## config.mk

```make
export PLATFORM = sky130hd
export DESIGN_NAME = link_fault_sm
export DESIGN_NICKNAME = d
export VERILOG_FILES = /design/src/rtl/link_fault_sm.sv
export SDC_FILE = /design/constraint.sdc
export NUM_CORES = 1
export LEC_CHECK = 0
export BUFFER_PORTS_ARGS = -buffer_cell sky130_fd_sc_hd__buf_2
export CAP_MARGIN = 20
export CORE_ASPECT_RATIO = 0.75
export CORE_MARGIN = 2
export CORE_UTILIZATION = 58
export CTS_CLUSTER_DIAMETER = 100
export DETAILED_ROUTE_END_ITERATION = 8
export MAX_ROUTING_LAYER = met4
export PLACE_DENSITY = 0.81
export SETUP_SLACK_MARGIN = 0.1
export SYNTH_ARGS = -nofsm -noshare
export SYNTH_HDL_FRONTEND = slang
export SYNTH_SLANG_ARGS = --single-unit
```

## constraint.sdc

```tcl
create_clock -name rx_clk -period 6.8 [get_ports rx_clk]
set_input_delay 1.36 -clock rx_clk [delete_from_list [all_inputs] [get_ports rx_clk]]
set_output_delay 1.36 -clock rx_clk [all_outputs]
set_load 0.01 [all_outputs]
```

## src/rtl/link_fault_sm.sv

```systemverilog
// XGMII receive link-fault monitor: decodes LF/RF ordered sets per column,
// qualifies faults and drives fault status, RS tx mode and event counters.
module link_fault_sm #(
  parameter int DATA_W     = 64,
  parameter int SEQ_THRESH = 4,
  parameter int COL_THRESH = 128,
  parameter int CNT_W      = 16
) (
  input  logic                  rx_clk,
  input  logic                  reset,
  input  logic [DATA_W-1:0]     rx_d,
  input  logic [DATA_W/8-1:0]   rx_c,
  input  logic                  clear_cnt,
  output logic [1:0]            link_fault,
  output logic [1:0]            tx_mode,
  output logic                  fault_change,
  output logic [CNT_W-1:0]      lf_cnt,
  output logic [CNT_W-1:0]      rf_cnt
);

  localparam int NCOL = DATA_W / 32;
  localparam logic [7:0]  SEQ_MAX = 8'(SEQ_THRESH);
  localparam logic [15:0] COL_MAX = 16'(COL_THRESH);

  typedef enum logic [1:0] {
    S_INIT  = 2'd0,
    S_COUNT = 2'd1,
    S_FAULT = 2'd2
  } state_e;

  // Type codes match the link_fault encoding so a type can be copied directly.
  localparam logic [1:0] T_NONE = 2'b00;
  localparam logic [1:0] T_LF   = 2'b01;
  localparam logic [1:0] T_RF   = 2'b10;

  state_e           state_q, state_d;
  logic [1:0]       last_q, last_d;
  logic [7:0]       seq_q, seq_d;
  logic [15:0]      col_q, col_d;
  logic [1:0]       lf_q, lf_d;
  logic             fc_q;
  logic [CNT_W-1:0] lf_cnt_q, rf_cnt_q;
  logic [1:0]       ty;

  function automatic logic [1:0] col_type(
    input logic [31:0] d,
    input logic [3:0]  c
  );
    logic [1:0] t;
    t = T_NONE;
    if (c == 4'b0001 && d[7:0] == 8'h9C && d[23:8] == 16'h0000) begin
      if (d[31:24] == 8'h01) t = T_LF;
      else if (d[31:24] == 8'h02) t = T_RF;
    end
    return t;
  endfunction

  always_comb begin
    state_d = state_q;
    last_d  = last_q;
    seq_d   = seq_q;
    col_d   = col_q;
    lf_d    = lf_q;
    ty      = T_NONE;
    for (int k = 0; k < NCOL; k++) begin
      ty = col_type(rx_d[32*k +: 32], rx_c[4*k +: 4]);
      unique case (state_d)
        S_INIT: begin
          if (ty != T_NONE) begin
            last_d  = ty;
            seq_d   = 8'd1;
            col_d   = '0;
            state_d = S_COUNT;
          end
        end
        S_COUNT, S_FAULT: begin
          if (ty != T_NONE && ty == last_d) begin
            col_d = '0;
            if (state_d == S_COUNT) begin
              seq_d = seq_d + 8'd1;
              if (seq_d == SEQ_MAX) begin
                state_d = S_FAULT;
                lf_d    = last_d;
              end
            end
          end else if (ty != T_NONE) begin
            last_d  = ty;
            seq_d   = 8'd1;
            col_d   = '0;
            state_d = S_COUNT;
          end else begin
            if (col_d != COL_MAX) col_d = col_d + 16'd1;
            if (col_d == COL_MAX) begin
              state_d = S_INIT;
              lf_d    = 2'b00;
              seq_d   = '0;
              col_d   = '0;
            end
          end
        end
        default: begin
          state_d = S_INIT;
          lf_d    = 2'b00;
        end
      endcase
    end
  end

  always_ff @(posedge rx_clk) begin
    if (reset) begin
      state_q  <= S_INIT;
      last_q   <= T_NONE;
      seq_q    <= '0;
      col_q    <= '0;
      lf_q     <= 2'b00;
      fc_q     <= 1'b0;
      lf_cnt_q <= '0;
      rf_cnt_q <= '0;
    end else begin
      state_q <= state_d;
      last_q  <= last_d;
      seq_q   <= seq_d;
      col_q   <= col_d;
      lf_q    <= lf_d;
      fc_q    <= (lf_d != lf_q);
      if (clear_cnt) begin
        lf_cnt_q <= '0;
        rf_cnt_q <= '0;
      end else begin
        if (lf_d == T_LF && lf_q != T_LF && lf_cnt_q != '1)
          lf_cnt_q <= lf_cnt_q + 1'b1;
        if (lf_d == T_RF && lf_q != T_RF && rf_cnt_q != '1)
          rf_cnt_q <= rf_cnt_q + 1'b1;
      end
    end
  end

  always_comb begin
    tx_mode = 2'b00;
    unique case (lf_q)
      2'b01:   tx_mode = 2'b10;
      2'b10:   tx_mode = 2'b01;
      default: tx_mode = 2'b00;
    endcase
  end

  assign link_fault   = lf_q;
  assign fault_change = fc_q;
  assign lf_cnt       = lf_cnt_q;
  assign rf_cnt       = rf_cnt_q;

endmodule
```

# After elaboration in Yosys (flattened, before gate mapping)
# Index checks and enable logic that the tools add are counted.
# classes
muxes	69
n_reduce_logical	19
n_eq_ne	29
n_addsub	6
# ops
op	n
two-way mux 16 bit	16
two-way mux 8 bit	10
adder 16 x 1 -> 16 bit, second input constant	4
two-way mux 2 bit	32
case mux 16 bit (2 select lines)	2
equality test 16 x 8 -> 1 bit, second input constant	2
logical NOT 16 bit	2
inequality test 16 bit, second input constant	2
inequality test 16 x 8 -> 1 bit, second input constant	2
case mux 8 bit (2 select lines)	2
case mux 2 bit (2 select lines)	7
adder 8 x 1 -> 8 bit, second input constant	2
equality test 8 x 1 -> 1 bit, second input constant	2
equality test 8 x 2 -> 1 bit, second input constant	2
equality test 8 x 3 -> 1 bit, second input constant	2
equality test 8 bit, second input constant	2
logical AND 1 bit	10
equality test 2 x 1 -> 1 bit, second input constant	4
equality test 2 bit, second input constant	4
equality test 4 x 1 -> 1 bit, second input constant	2
OR reduction 2 bit	3
equality test 2 bit	2
logical NOT 2 bit	2
nonzero test 2 bit	2
other kinds (3)	3
# totals
output_inout_bits	37
regBits	63
word_cells	131
inputBits	75

# Logic depth before layout (Yosys ltp)
# Gate-level depths: netlist of the first run.
# depth
depth_word	26
ltp_mapped	25
mapped_depth_nobuf	22

# Worst setup path after synthesis of the first run
# OpenSTA, ideal clock, no wires.
# synth_path
kind	in2reg
start	input rx_d[9]
end	register lf_cnt_q[5] (netlist: lf_cnt[5])
path_buffers	2
slack_ps	961
setup_ps	69
cell_stages	17
arrival_time_ps	5770
cell_sequence	nor4b_1 > nand4_1 > nor4_1 > clkbuf_1 > o31ai_1 > a21oi_1 > ha_1 > nand2_1 > a211o_1 > a2111o_1 > or3_1 > clkbuf_1 > mux2i_1 > a22oi_1 > nand4_1 > or4_1 > o21ai_1
# synth_via
elab_chain_cells	20
word_cells_on_any_way	48
cone_classes	add/sub (2); eq/ne (8); mux (29); reduce/logical (9)
# synth_lines
item	line	text
start, declared	11	input logic [DATA_W-1:0] rx_d,
logical NOT 16 bit (*)	51	if (c == 4'b0001 && d[7:0] == 8'h9C && d[23:8] == 16'h0000) begin
logical AND 1 bit (*)	51	
two-way mux 2 bit (*)	51	
nonzero test 2 bit or equality test 2 bit (tied branches)	69, 77, 86	
two-way mux 16 bit or logical AND 1 bit (tied branches)	86, 77	
two-way mux 16 bit	77	if (ty != T_NONE && ty == last_d) begin
case mux 16 bit (2 select lines)	67	unique case (state_d)
adder 16 x 1 -> 16 bit or inequality test 16 x 8 -> 1 bit (tied branches)	92	if (col_d != COL_MAX) col_d = col_d + 16'd1;
[3 not listed]	--	
two-way mux 16 bit	67	
equality test 16 x 8 -> 1 bit	93	if (col_d == COL_MAX) begin
two-way mux 2 bit	93	
two-way mux 2 bit	86	end else if (ty != T_NONE) begin
two-way mux 2 bit	77	
case mux 2 bit (2 select lines) (*)	67	
equality test 2 x 1 -> 1 bit (*)	130	if (lf_d == T_LF && lf_q != T_LF && lf_cnt_q != '1)
logical AND 1 bit (*) (2 in series)	130	
end signal, assigned	131	lf_cnt_q <= lf_cnt_q + 1'b1;
end, declared	42	logic [CNT_W-1:0] lf_cnt_q, rf_cnt_q;
# Every way passes the cells marked *; elsewhere a longest branch is shown, timed or not. The select of a mux whose other input is x is not followed.
# A chain may end at the register's enable or synchronous reset.

# Final worst setup path of the first run
# layout_path
start	register col_q[0]
end	register rf_cnt_q[3] (netlist: rf_cnt[3])
# layout_via
elab_chain_cells	23
word_cells_on_any_way	46
cone_classes	add/sub (3); eq/ne (8); mux (31); reduce/logical (4)
# layout_lines
item	line	text
start, declared	39	logic [15:0] col_q, col_d;
start signal, assigned	123	col_q <= col_d;
adder 16 x 1 -> 16 bit or inequality test 16 x 8 -> 1 bit (tied branches)	92	
two-way mux 16 bit	92	
two-way mux 16 bit	86	
two-way mux 16 bit	77	
two-way mux 16 bit	67	
equality test 16 x 8 -> 1 bit	93	
two-way mux 16 bit	93	
two-way mux 16 bit	86	
[6 not listed]	--	
two-way mux 16 bit	67	
equality test 16 x 8 -> 1 bit	93	
two-way mux 2 bit	93	
two-way mux 2 bit	86	
two-way mux 2 bit	77	
case mux 2 bit (2 select lines) (*)	67	
equality test 2 bit (*)	132	if (lf_d == T_RF && lf_q != T_RF && rf_cnt_q != '1)
logical AND 1 bit (*) (2 in series)	132	
end signal, assigned	133	rf_cnt_q <= rf_cnt_q + 1'b1;
end, declared	42	
# Marked as above.

==> summary.txt, run 1 <==
Floorplan
  – Die area: 0.0118 mm^2
  – Die Y-Extent: 94.7 um
  – Row count: 33
  – Die width: 125 um
  – Core area: 0.0108 mm^2
  – Initial Util: 0.589
  – Num ports: 112

GRT
  – Met2 usage: 0.497
  – First-pass GRT wire length: 34300 um
  – Overall routing resource usage: 0.365
  – Met3 Use GR: 0.115
  – Busiest grt layer: met1
  – Total gr overflow: 0
  – GR Util met1: 0.516
  – Vias in the first global route: 6722
  – Initial antenna violation count: 0
  – Largest net degree at the start of global routing: 31

Clock tree
  – CTS H-tree lvls: 3
  – Post-cts resize count: 0
  – Clock root cell: clkbuf_16
  – CTS Sinks: 63
  – CTS tree: yes
  – TritonCTS buffer count: 9
  – Postcts setup bufs: 0
  – Clock Path Buffers: 2
  – Skew-Pair Late Insertion Delay: 0.33 ns
  – Hold-fix buffers, CTS: 0
  – Clock-pin slew on the worst setup and hold paths: 0.06 ns

Synth
  – Netlist Area Pre-Place: 0.00637 mm^2
  – Async S/R FF share, synth: 0
  – YS warnings: 0
  – Yosys cell types: 87
  – Yosys reg bits: 63
  – Ys flop type: dfxtp_1
  – Seq/Total Area, Yosys: 0.198
  – Post-synthesis cell count: 907
  – Avg Synthesized Cell Area: 7.02 um^2
  – Number of synthesized flops with an enable pin: 0
  – Syn Nets: 996

Detailed routing
  – WL per Instance: 19.0 um
  – Vias per cell: 6.86
  – Via count: 7824
  – Drt drc: 0
  – Final WL: 21600 um
  – Post-DRT Antenna Nets: 0
  – Initial DRT Pass Iterations: 6
  – First-iteration detailed-routing DRC count: 1114

Timing
  – Setup Total Neg Slack: 0 ns
  – Worst clock skew: 0.00778 ns
  – Final setup vio count: 0
  – Max Clk Rate: 160 MHz
  – Tmin final: 6.26 ns
  – Least-Margin Pin Slew: 1.08 ns
  – Final Hold Vio Count: 0
  – Rel. slew slack: 0.261
  – RSZ-0062 raised after global routing: false
  – Fin. max-slew vios: 0
  – Final Cycle Share: 0.920

Finish
  – Share of layout cells above drive strength 1: 0.188
  – Commonest non-fill, non-tap cell in the layout: nand2_1
  – Reg area: 0.00126 mm^2
  – Ant. Diodes: 0
  – Multi-input gate area: 0.00476 mm^2
  – Syn-to-layout area delta: 15.3%
  – Commonest cells after routing, fill and taps aside: nand2_1, buf_2, nor2_1
  – Post-route cell area: 0.00734 mm^2
  – Final net count: 1085
  – FILL cells: 960

Place
  – GP Congestion: 1.05
  – Input/output buffers: 111
  – DP HPWL: 16000 um
  – Placed inst area: 0.00705 mm^2

Setup path
  – Arrival time at the worst endpoint: 6.52 ns
  – Crit Path Max Fanout: 30
  – WS Path Type: reg2reg
  – CP Capture Type: flip-flop
  – Nature of the critical path startpoint: flip-flop
  – Worst path required time: 7.06 ns

Power and ir drop
  – Leak: 0.00278 uW
  – Pwr Density: 120 mW/mm^2
  – Maximum vdd ir drop: 109 uV

Status
  – Outcome: finished clean

Flow run
  – MaxCap Viol Count: 0

Hold path
  – Worst Hold Class: reg2reg
[worst max-delay path, stage by stage (launching register included)]
cell	delay [ns]
dfxtp_1	0.38
inv_1	0.13
ha_1	0.14
or4bb_1	0.46
or4_4	0.54
xnor2_1	0.16
a211o_1	0.33
o31a_2	0.45
o21ai_0	0.20
nand2_1	0.08
nand2_1	0.07
a21oi_1	0.09
inv_1	0.17
ha_1	0.28
nand2_1	0.10
a211o_1	0.25
a2111o_1	0.43
or3_1	0.48
o221ai_1	0.29
and3_1	0.22
o2bb2ai_2	0.05
buf_4	0.22
or4_1	0.52
a21oi_1	0.14
[path summary, 6_finish.rpt]
kind             start         to  cells after the start  slack, ns
min          lf_cnt[5]  lf_cnt[5]                      2       0.48
max reg2reg   col_q[0]  rf_cnt[3]                     23       0.54
max           col_q[0]  rf_cnt[3]                     23       0.54
min reg2reg  lf_cnt[5]  lf_cnt[5]                      2       0.48
[stage by stage]
| step | setup WS [ns] | utilization | cells | power [uW] | hold WS (ns) |
|---|---|---|---|---|---|
| after detailed placement | 0.358 | 0.652 | 1125 | 441 | 0.477 |
| after global placement | 0.501 | 0.652 | 1125 | 440 | 0.464 |
| final | 0.542 | 0.679 | 1140 | 880 | 0.482 |
| after CTS | 0.535 | 0.678 | 1140 | 882 | 0.489 |
| after global routing | 0.159 | 0.679 | 1140 | 903 | 0.518 |
| after floorplan | 0.961 | - | 907 | 408 | 0.492 |
[routing by layer]
metal / up-vias / share of wire
met5: - / 0
met4: 0 / 0.016
met3: 49 / 0.14
met2: 529 / 0.39
met1: 3604 / 0.45
li1: 3642 / -
[report_power, final]
part	internal, uW	switching [uW]	total, uW	leakage, uW
registers	370	2.51	373	0.000507
logic	29.4	32.2	61.6	0.00213
clock network	273	172	446	0.000140
total	673	207	880	0.00278
[cell families after synthesis]
kind of cell             synth area share
AND/OR/NAND/NOR                     0.371
AO/OA/AOI/OAI                       0.302
buffers and inverters              0.0556
flip-flops                          0.198
XOR/XNOR                           0.0344
adder cells (fa/ha/maj)            0.0275
multiplexers                       0.0112
[sequential cells by signal, summed over array words and instances (netlist names)]
register and flops:
fault_change 1, col_q 16, rf_cnt 16, lf_cnt 16, seq_q 8, last_q 2
link_fault 2, state_q 2
[cells in the mapped netlist, drive strengths merged (8+ instances only)]
library cell,number,area (um^2)
buf,15,91.3
nor4,27,200
and3,18,113
nand4,25,156
nand3,41,218
clkbuf,47,176
or3,22,143
o21ai,64,332
nor2,70,263
o41ai,8,88.8
xor2,12,105
a41oi,8,70.1
o22ai,8,50.1
inv,23,86.3
a31oi,12,75.1
nor3,35,180
or4,20,161
and2,11,68.8
o31ai,12,90.1
a211oi,9,67.6
dfxtp,63,1260
xnor2,13,114
a21oi,58,290
nand2,115,432
nor4b,9,109
ha,14,175
o211ai,24,199
[cell type report]
cell class | instances | share of cell area
Clock buffer | 12 | 0.0363
Clock inverter | 3 | 0.00239
Inverter | 23 | 0.0118
Multi-Input combinational cell | 759 | 0.649
Sequential cell | 63 | 0.172
Tap cell | 140 | 0.0239
Timing Repair Buffer | 140 | 0.105
No activity file was read; power rests on OpenSTA's default activity.
==> run 2: changes to the inputs <==
--- a/config.mk
+++ b/config.mk
@@ -13,7 +13,7 @@
 export CTS_CLUSTER_DIAMETER = 100
 export DETAILED_ROUTE_END_ITERATION = 8
 export MAX_ROUTING_LAYER = met4
-export PLACE_DENSITY = 0.81
+export PLACE_DENSITY = 0.88
 export SETUP_SLACK_MARGIN = 0.1
 export SYNTH_ARGS = -nofsm -noshare
 export SYNTH_HDL_FRONTEND = slang
==> run 2 against run 1 <==
Net effect: sequential cell count did not move; combinational power rose by 0.6%; total power rose by 7.1%; count of clock-buffer cells in the layout fell by 1; die area did not move.
==> summary.txt, run 2 (synthesis gave the netlist of run 1 again) <==
Clock tree
  – CTS Sinks: 63 (unchanged)
  – Clock Path Buffers: 2 (unchanged)
  – Clock-pin slew on the worst setup and hold paths: 0.06 ns (about the same)
  – Clock root cell: clkbuf_16
  – Hold-fix buffers, CTS: 0 (unchanged)
  – Skew-Pair Late Insertion Delay: 0.34 ns (about the same)
  – CTS tree: yes
  – CTS H-tree lvls: 3 (unchanged)
  – TritonCTS buffer count: 9 (unchanged)

GRT
  – Vias in the first global route: 7056 (+5.0%)
  – Largest net degree at the start of global routing: 26 (-16%)
  – Initial antenna violation count: 0 (unchanged)
  – Overall routing resource usage: 0.374 (+0.00897)
  – First-pass GRT wire length: 35300 um (+2.9%)
  – Total gr overflow: 0 (unchanged)

Detailed routing
  – Vias per cell: 6.94 (+1.2%)
  – Via count: 7979 (+2.0%)
  – Final WL: 22100 um (+2.3%)
  – WL met3: 3280 um (+8.7%)
  – WL per Instance: 19.2 um (+1.5%)
  – Met2 Wirelength: 9010 um (+6.3%)
  – First-iteration detailed-routing DRC count: 1178 (+5.7%)
  – Drt drc: 0 (unchanged)
  – Post-DRT Antenna Nets: 0 (unchanged)
  – Top routing layer used: met4
  – Initial DRT Pass Iterations: 6 (unchanged)
  – DRT met1 WL: 9390 um (-3.9%)

Floorplan
  – Die area: 0.0118 mm^2 (unchanged)
  – Row count: 33 (unchanged)
  – Die Y-Extent: 94.7 um (unchanged)
  – Initial Util: 0.589 (unchanged)
  – Num ports: 112 (unchanged)
  – Core area: 0.0108 mm^2 (unchanged)
  – Die width: 125 um (unchanged)

Finish
  – Share of layout cells above drive strength 1: 0.194 (+0.00625)
  – Final net count: 1093 (+0.74%)
  – Syn-to-layout area delta: 17.1%
  – Post-layout util: 0.689 (+0.0104)
  – Commonest non-fill, non-tap cell in the layout: nand2_1
  – Ant. Diodes: 0 (unchanged)
  – Commonest cells after routing, fill and taps aside: nand2_1, buf_2, nor2_1

Power and ir drop
  – Leak: 0.00284 uW (+2.0%)
  – Maximum vdd ir drop: 114 uV (+5.3%)
  – Pwr Density: 126 mW/mm^2 (+5.5%)

Timing
  – Final Hold Vio Count: 0 (unchanged)
  – Setup Total Neg Slack: 0 ns (unchanged)
  – Fin. max-slew vios: 0 (unchanged)
  – Tmin final: 6.38 ns (+0.123 ns)
  – Final setup vio count: 0 (unchanged)
  – Worst clock skew: 0.00828 ns (+0.000508 ns)
  – Hold_ws: 0.484 ns (+0.00192 ns)
  – Setup ws final: 0.419 ns (-0.123 ns)
  – RSZ-0062 raised after global routing: true
  – Rel. slew slack: 0.368 (+0.107)
  – Final Cycle Share: 0.938 (+0.0182)
  – Max Clk Rate: 157 MHz (-1.9%)
  – Least-Margin Pin Slew: 0.944 ns (-0.137 ns)

Hold path
  – WHS Path Cells: 2 (unchanged)
  – Worst Hold Class: reg2reg

Place
  – GP Congestion: 1.04 (-0.58%)
  – Pre-CTS WS: 0.377 ns (+0.0190 ns)
  – DP HPWL: 16000 um (+0.59%)
  – Input/output buffers: 111 (unchanged)

Setup path
  – Arrival time at the worst endpoint: 6.64 ns (+0.12 ns)
  – Reg2Reg Depth: 23 (unchanged)
  – WS Path Type: reg2reg
  – Nature of the critical path startpoint: flip-flop
  – CP Capture Type: flip-flop
  – Crit Path Max Fanout: 25 (-17%)
  – Worst path required time: 7.06 ns (about the same)

Status
  – Outcome: finished clean

Flow run
  – MaxCap Viol Count: 0 (unchanged)
[run 2: worst paths after layout]
path              slack (ns)   endpoint      start
hold reg to reg         0.48  lf_cnt[5]  lf_cnt[5]
hold / removal          0.48  lf_cnt[5]  lf_cnt[5]
setup reg to reg        0.42  rf_cnt[4]   col_q[0]
setup / recovery        0.42  rf_cnt[4]   col_q[0]
[run 2: cell type report]
cell class              count  area, um^2
repair buffers            148         833
flip-flops and latches     63        1260
fillers                   892        3360
multi-input cells         759        4780
clock inverters             5        81.3
clock buffers              11         243
inverters                  23        86.3
well taps                 140         175
[run 2: per-stage QoR]
stage	total power, uW	instance area (um^2)	std cells
6_report	942	7460	1149
5_1_grt	965	7460	1149
4_1_cts	941	7420	1147
3_5_place_dp	441	7100	1131
3_3_place_gp	439	7100	1131
2_1_floorplan	408	6370	907
[run 2: critical path, stage by stage, from the launching register on]
cell and delay [ns]:
dfxtp_1 0.39, inv_1 0.14, ha_1 0.15, or4bb_1 0.46, or4_4 0.54, xnor2_1 0.15, a211o_1 0.32, o31a_2 0.44
o21ai_0 0.19, nand2_1 0.07, nand2_1 0.06, a21oi_1 0.10, inv_1 0.14, ha_1 0.29, nand2_1 0.13, a211o_1 0.25
a2111o_1 0.44, or3_1 0.48, o221ai_1 0.32, and3_1 0.26, o2bb2ai_4 0.19, buf_4 0.23, or3_1 0.36, a21oi_1 0.18
[run 2: metal layers]
layer | vias to the layer above | track usage
li1 | 3663 | -
met1 | 3589 | 0.514
met2 | 662 | 0.526
met3 | 65 | 0.108
met4 | 0 | 0.119
met5 | - | -
[run 2: where the power goes]
group          internal (uW)  switching, uW  leakage, uW
registers                370           2.72     0.000507
clock network            331            176     0.000156
logic                   29.1           32.9      0.00217
[run 2: timing repair]
action	4_1_cts	5_1_grt
resized for setup	0	2
setup endpoints to repair	0	17
setup buffers	0	2
hold endpoints to repair	0	0
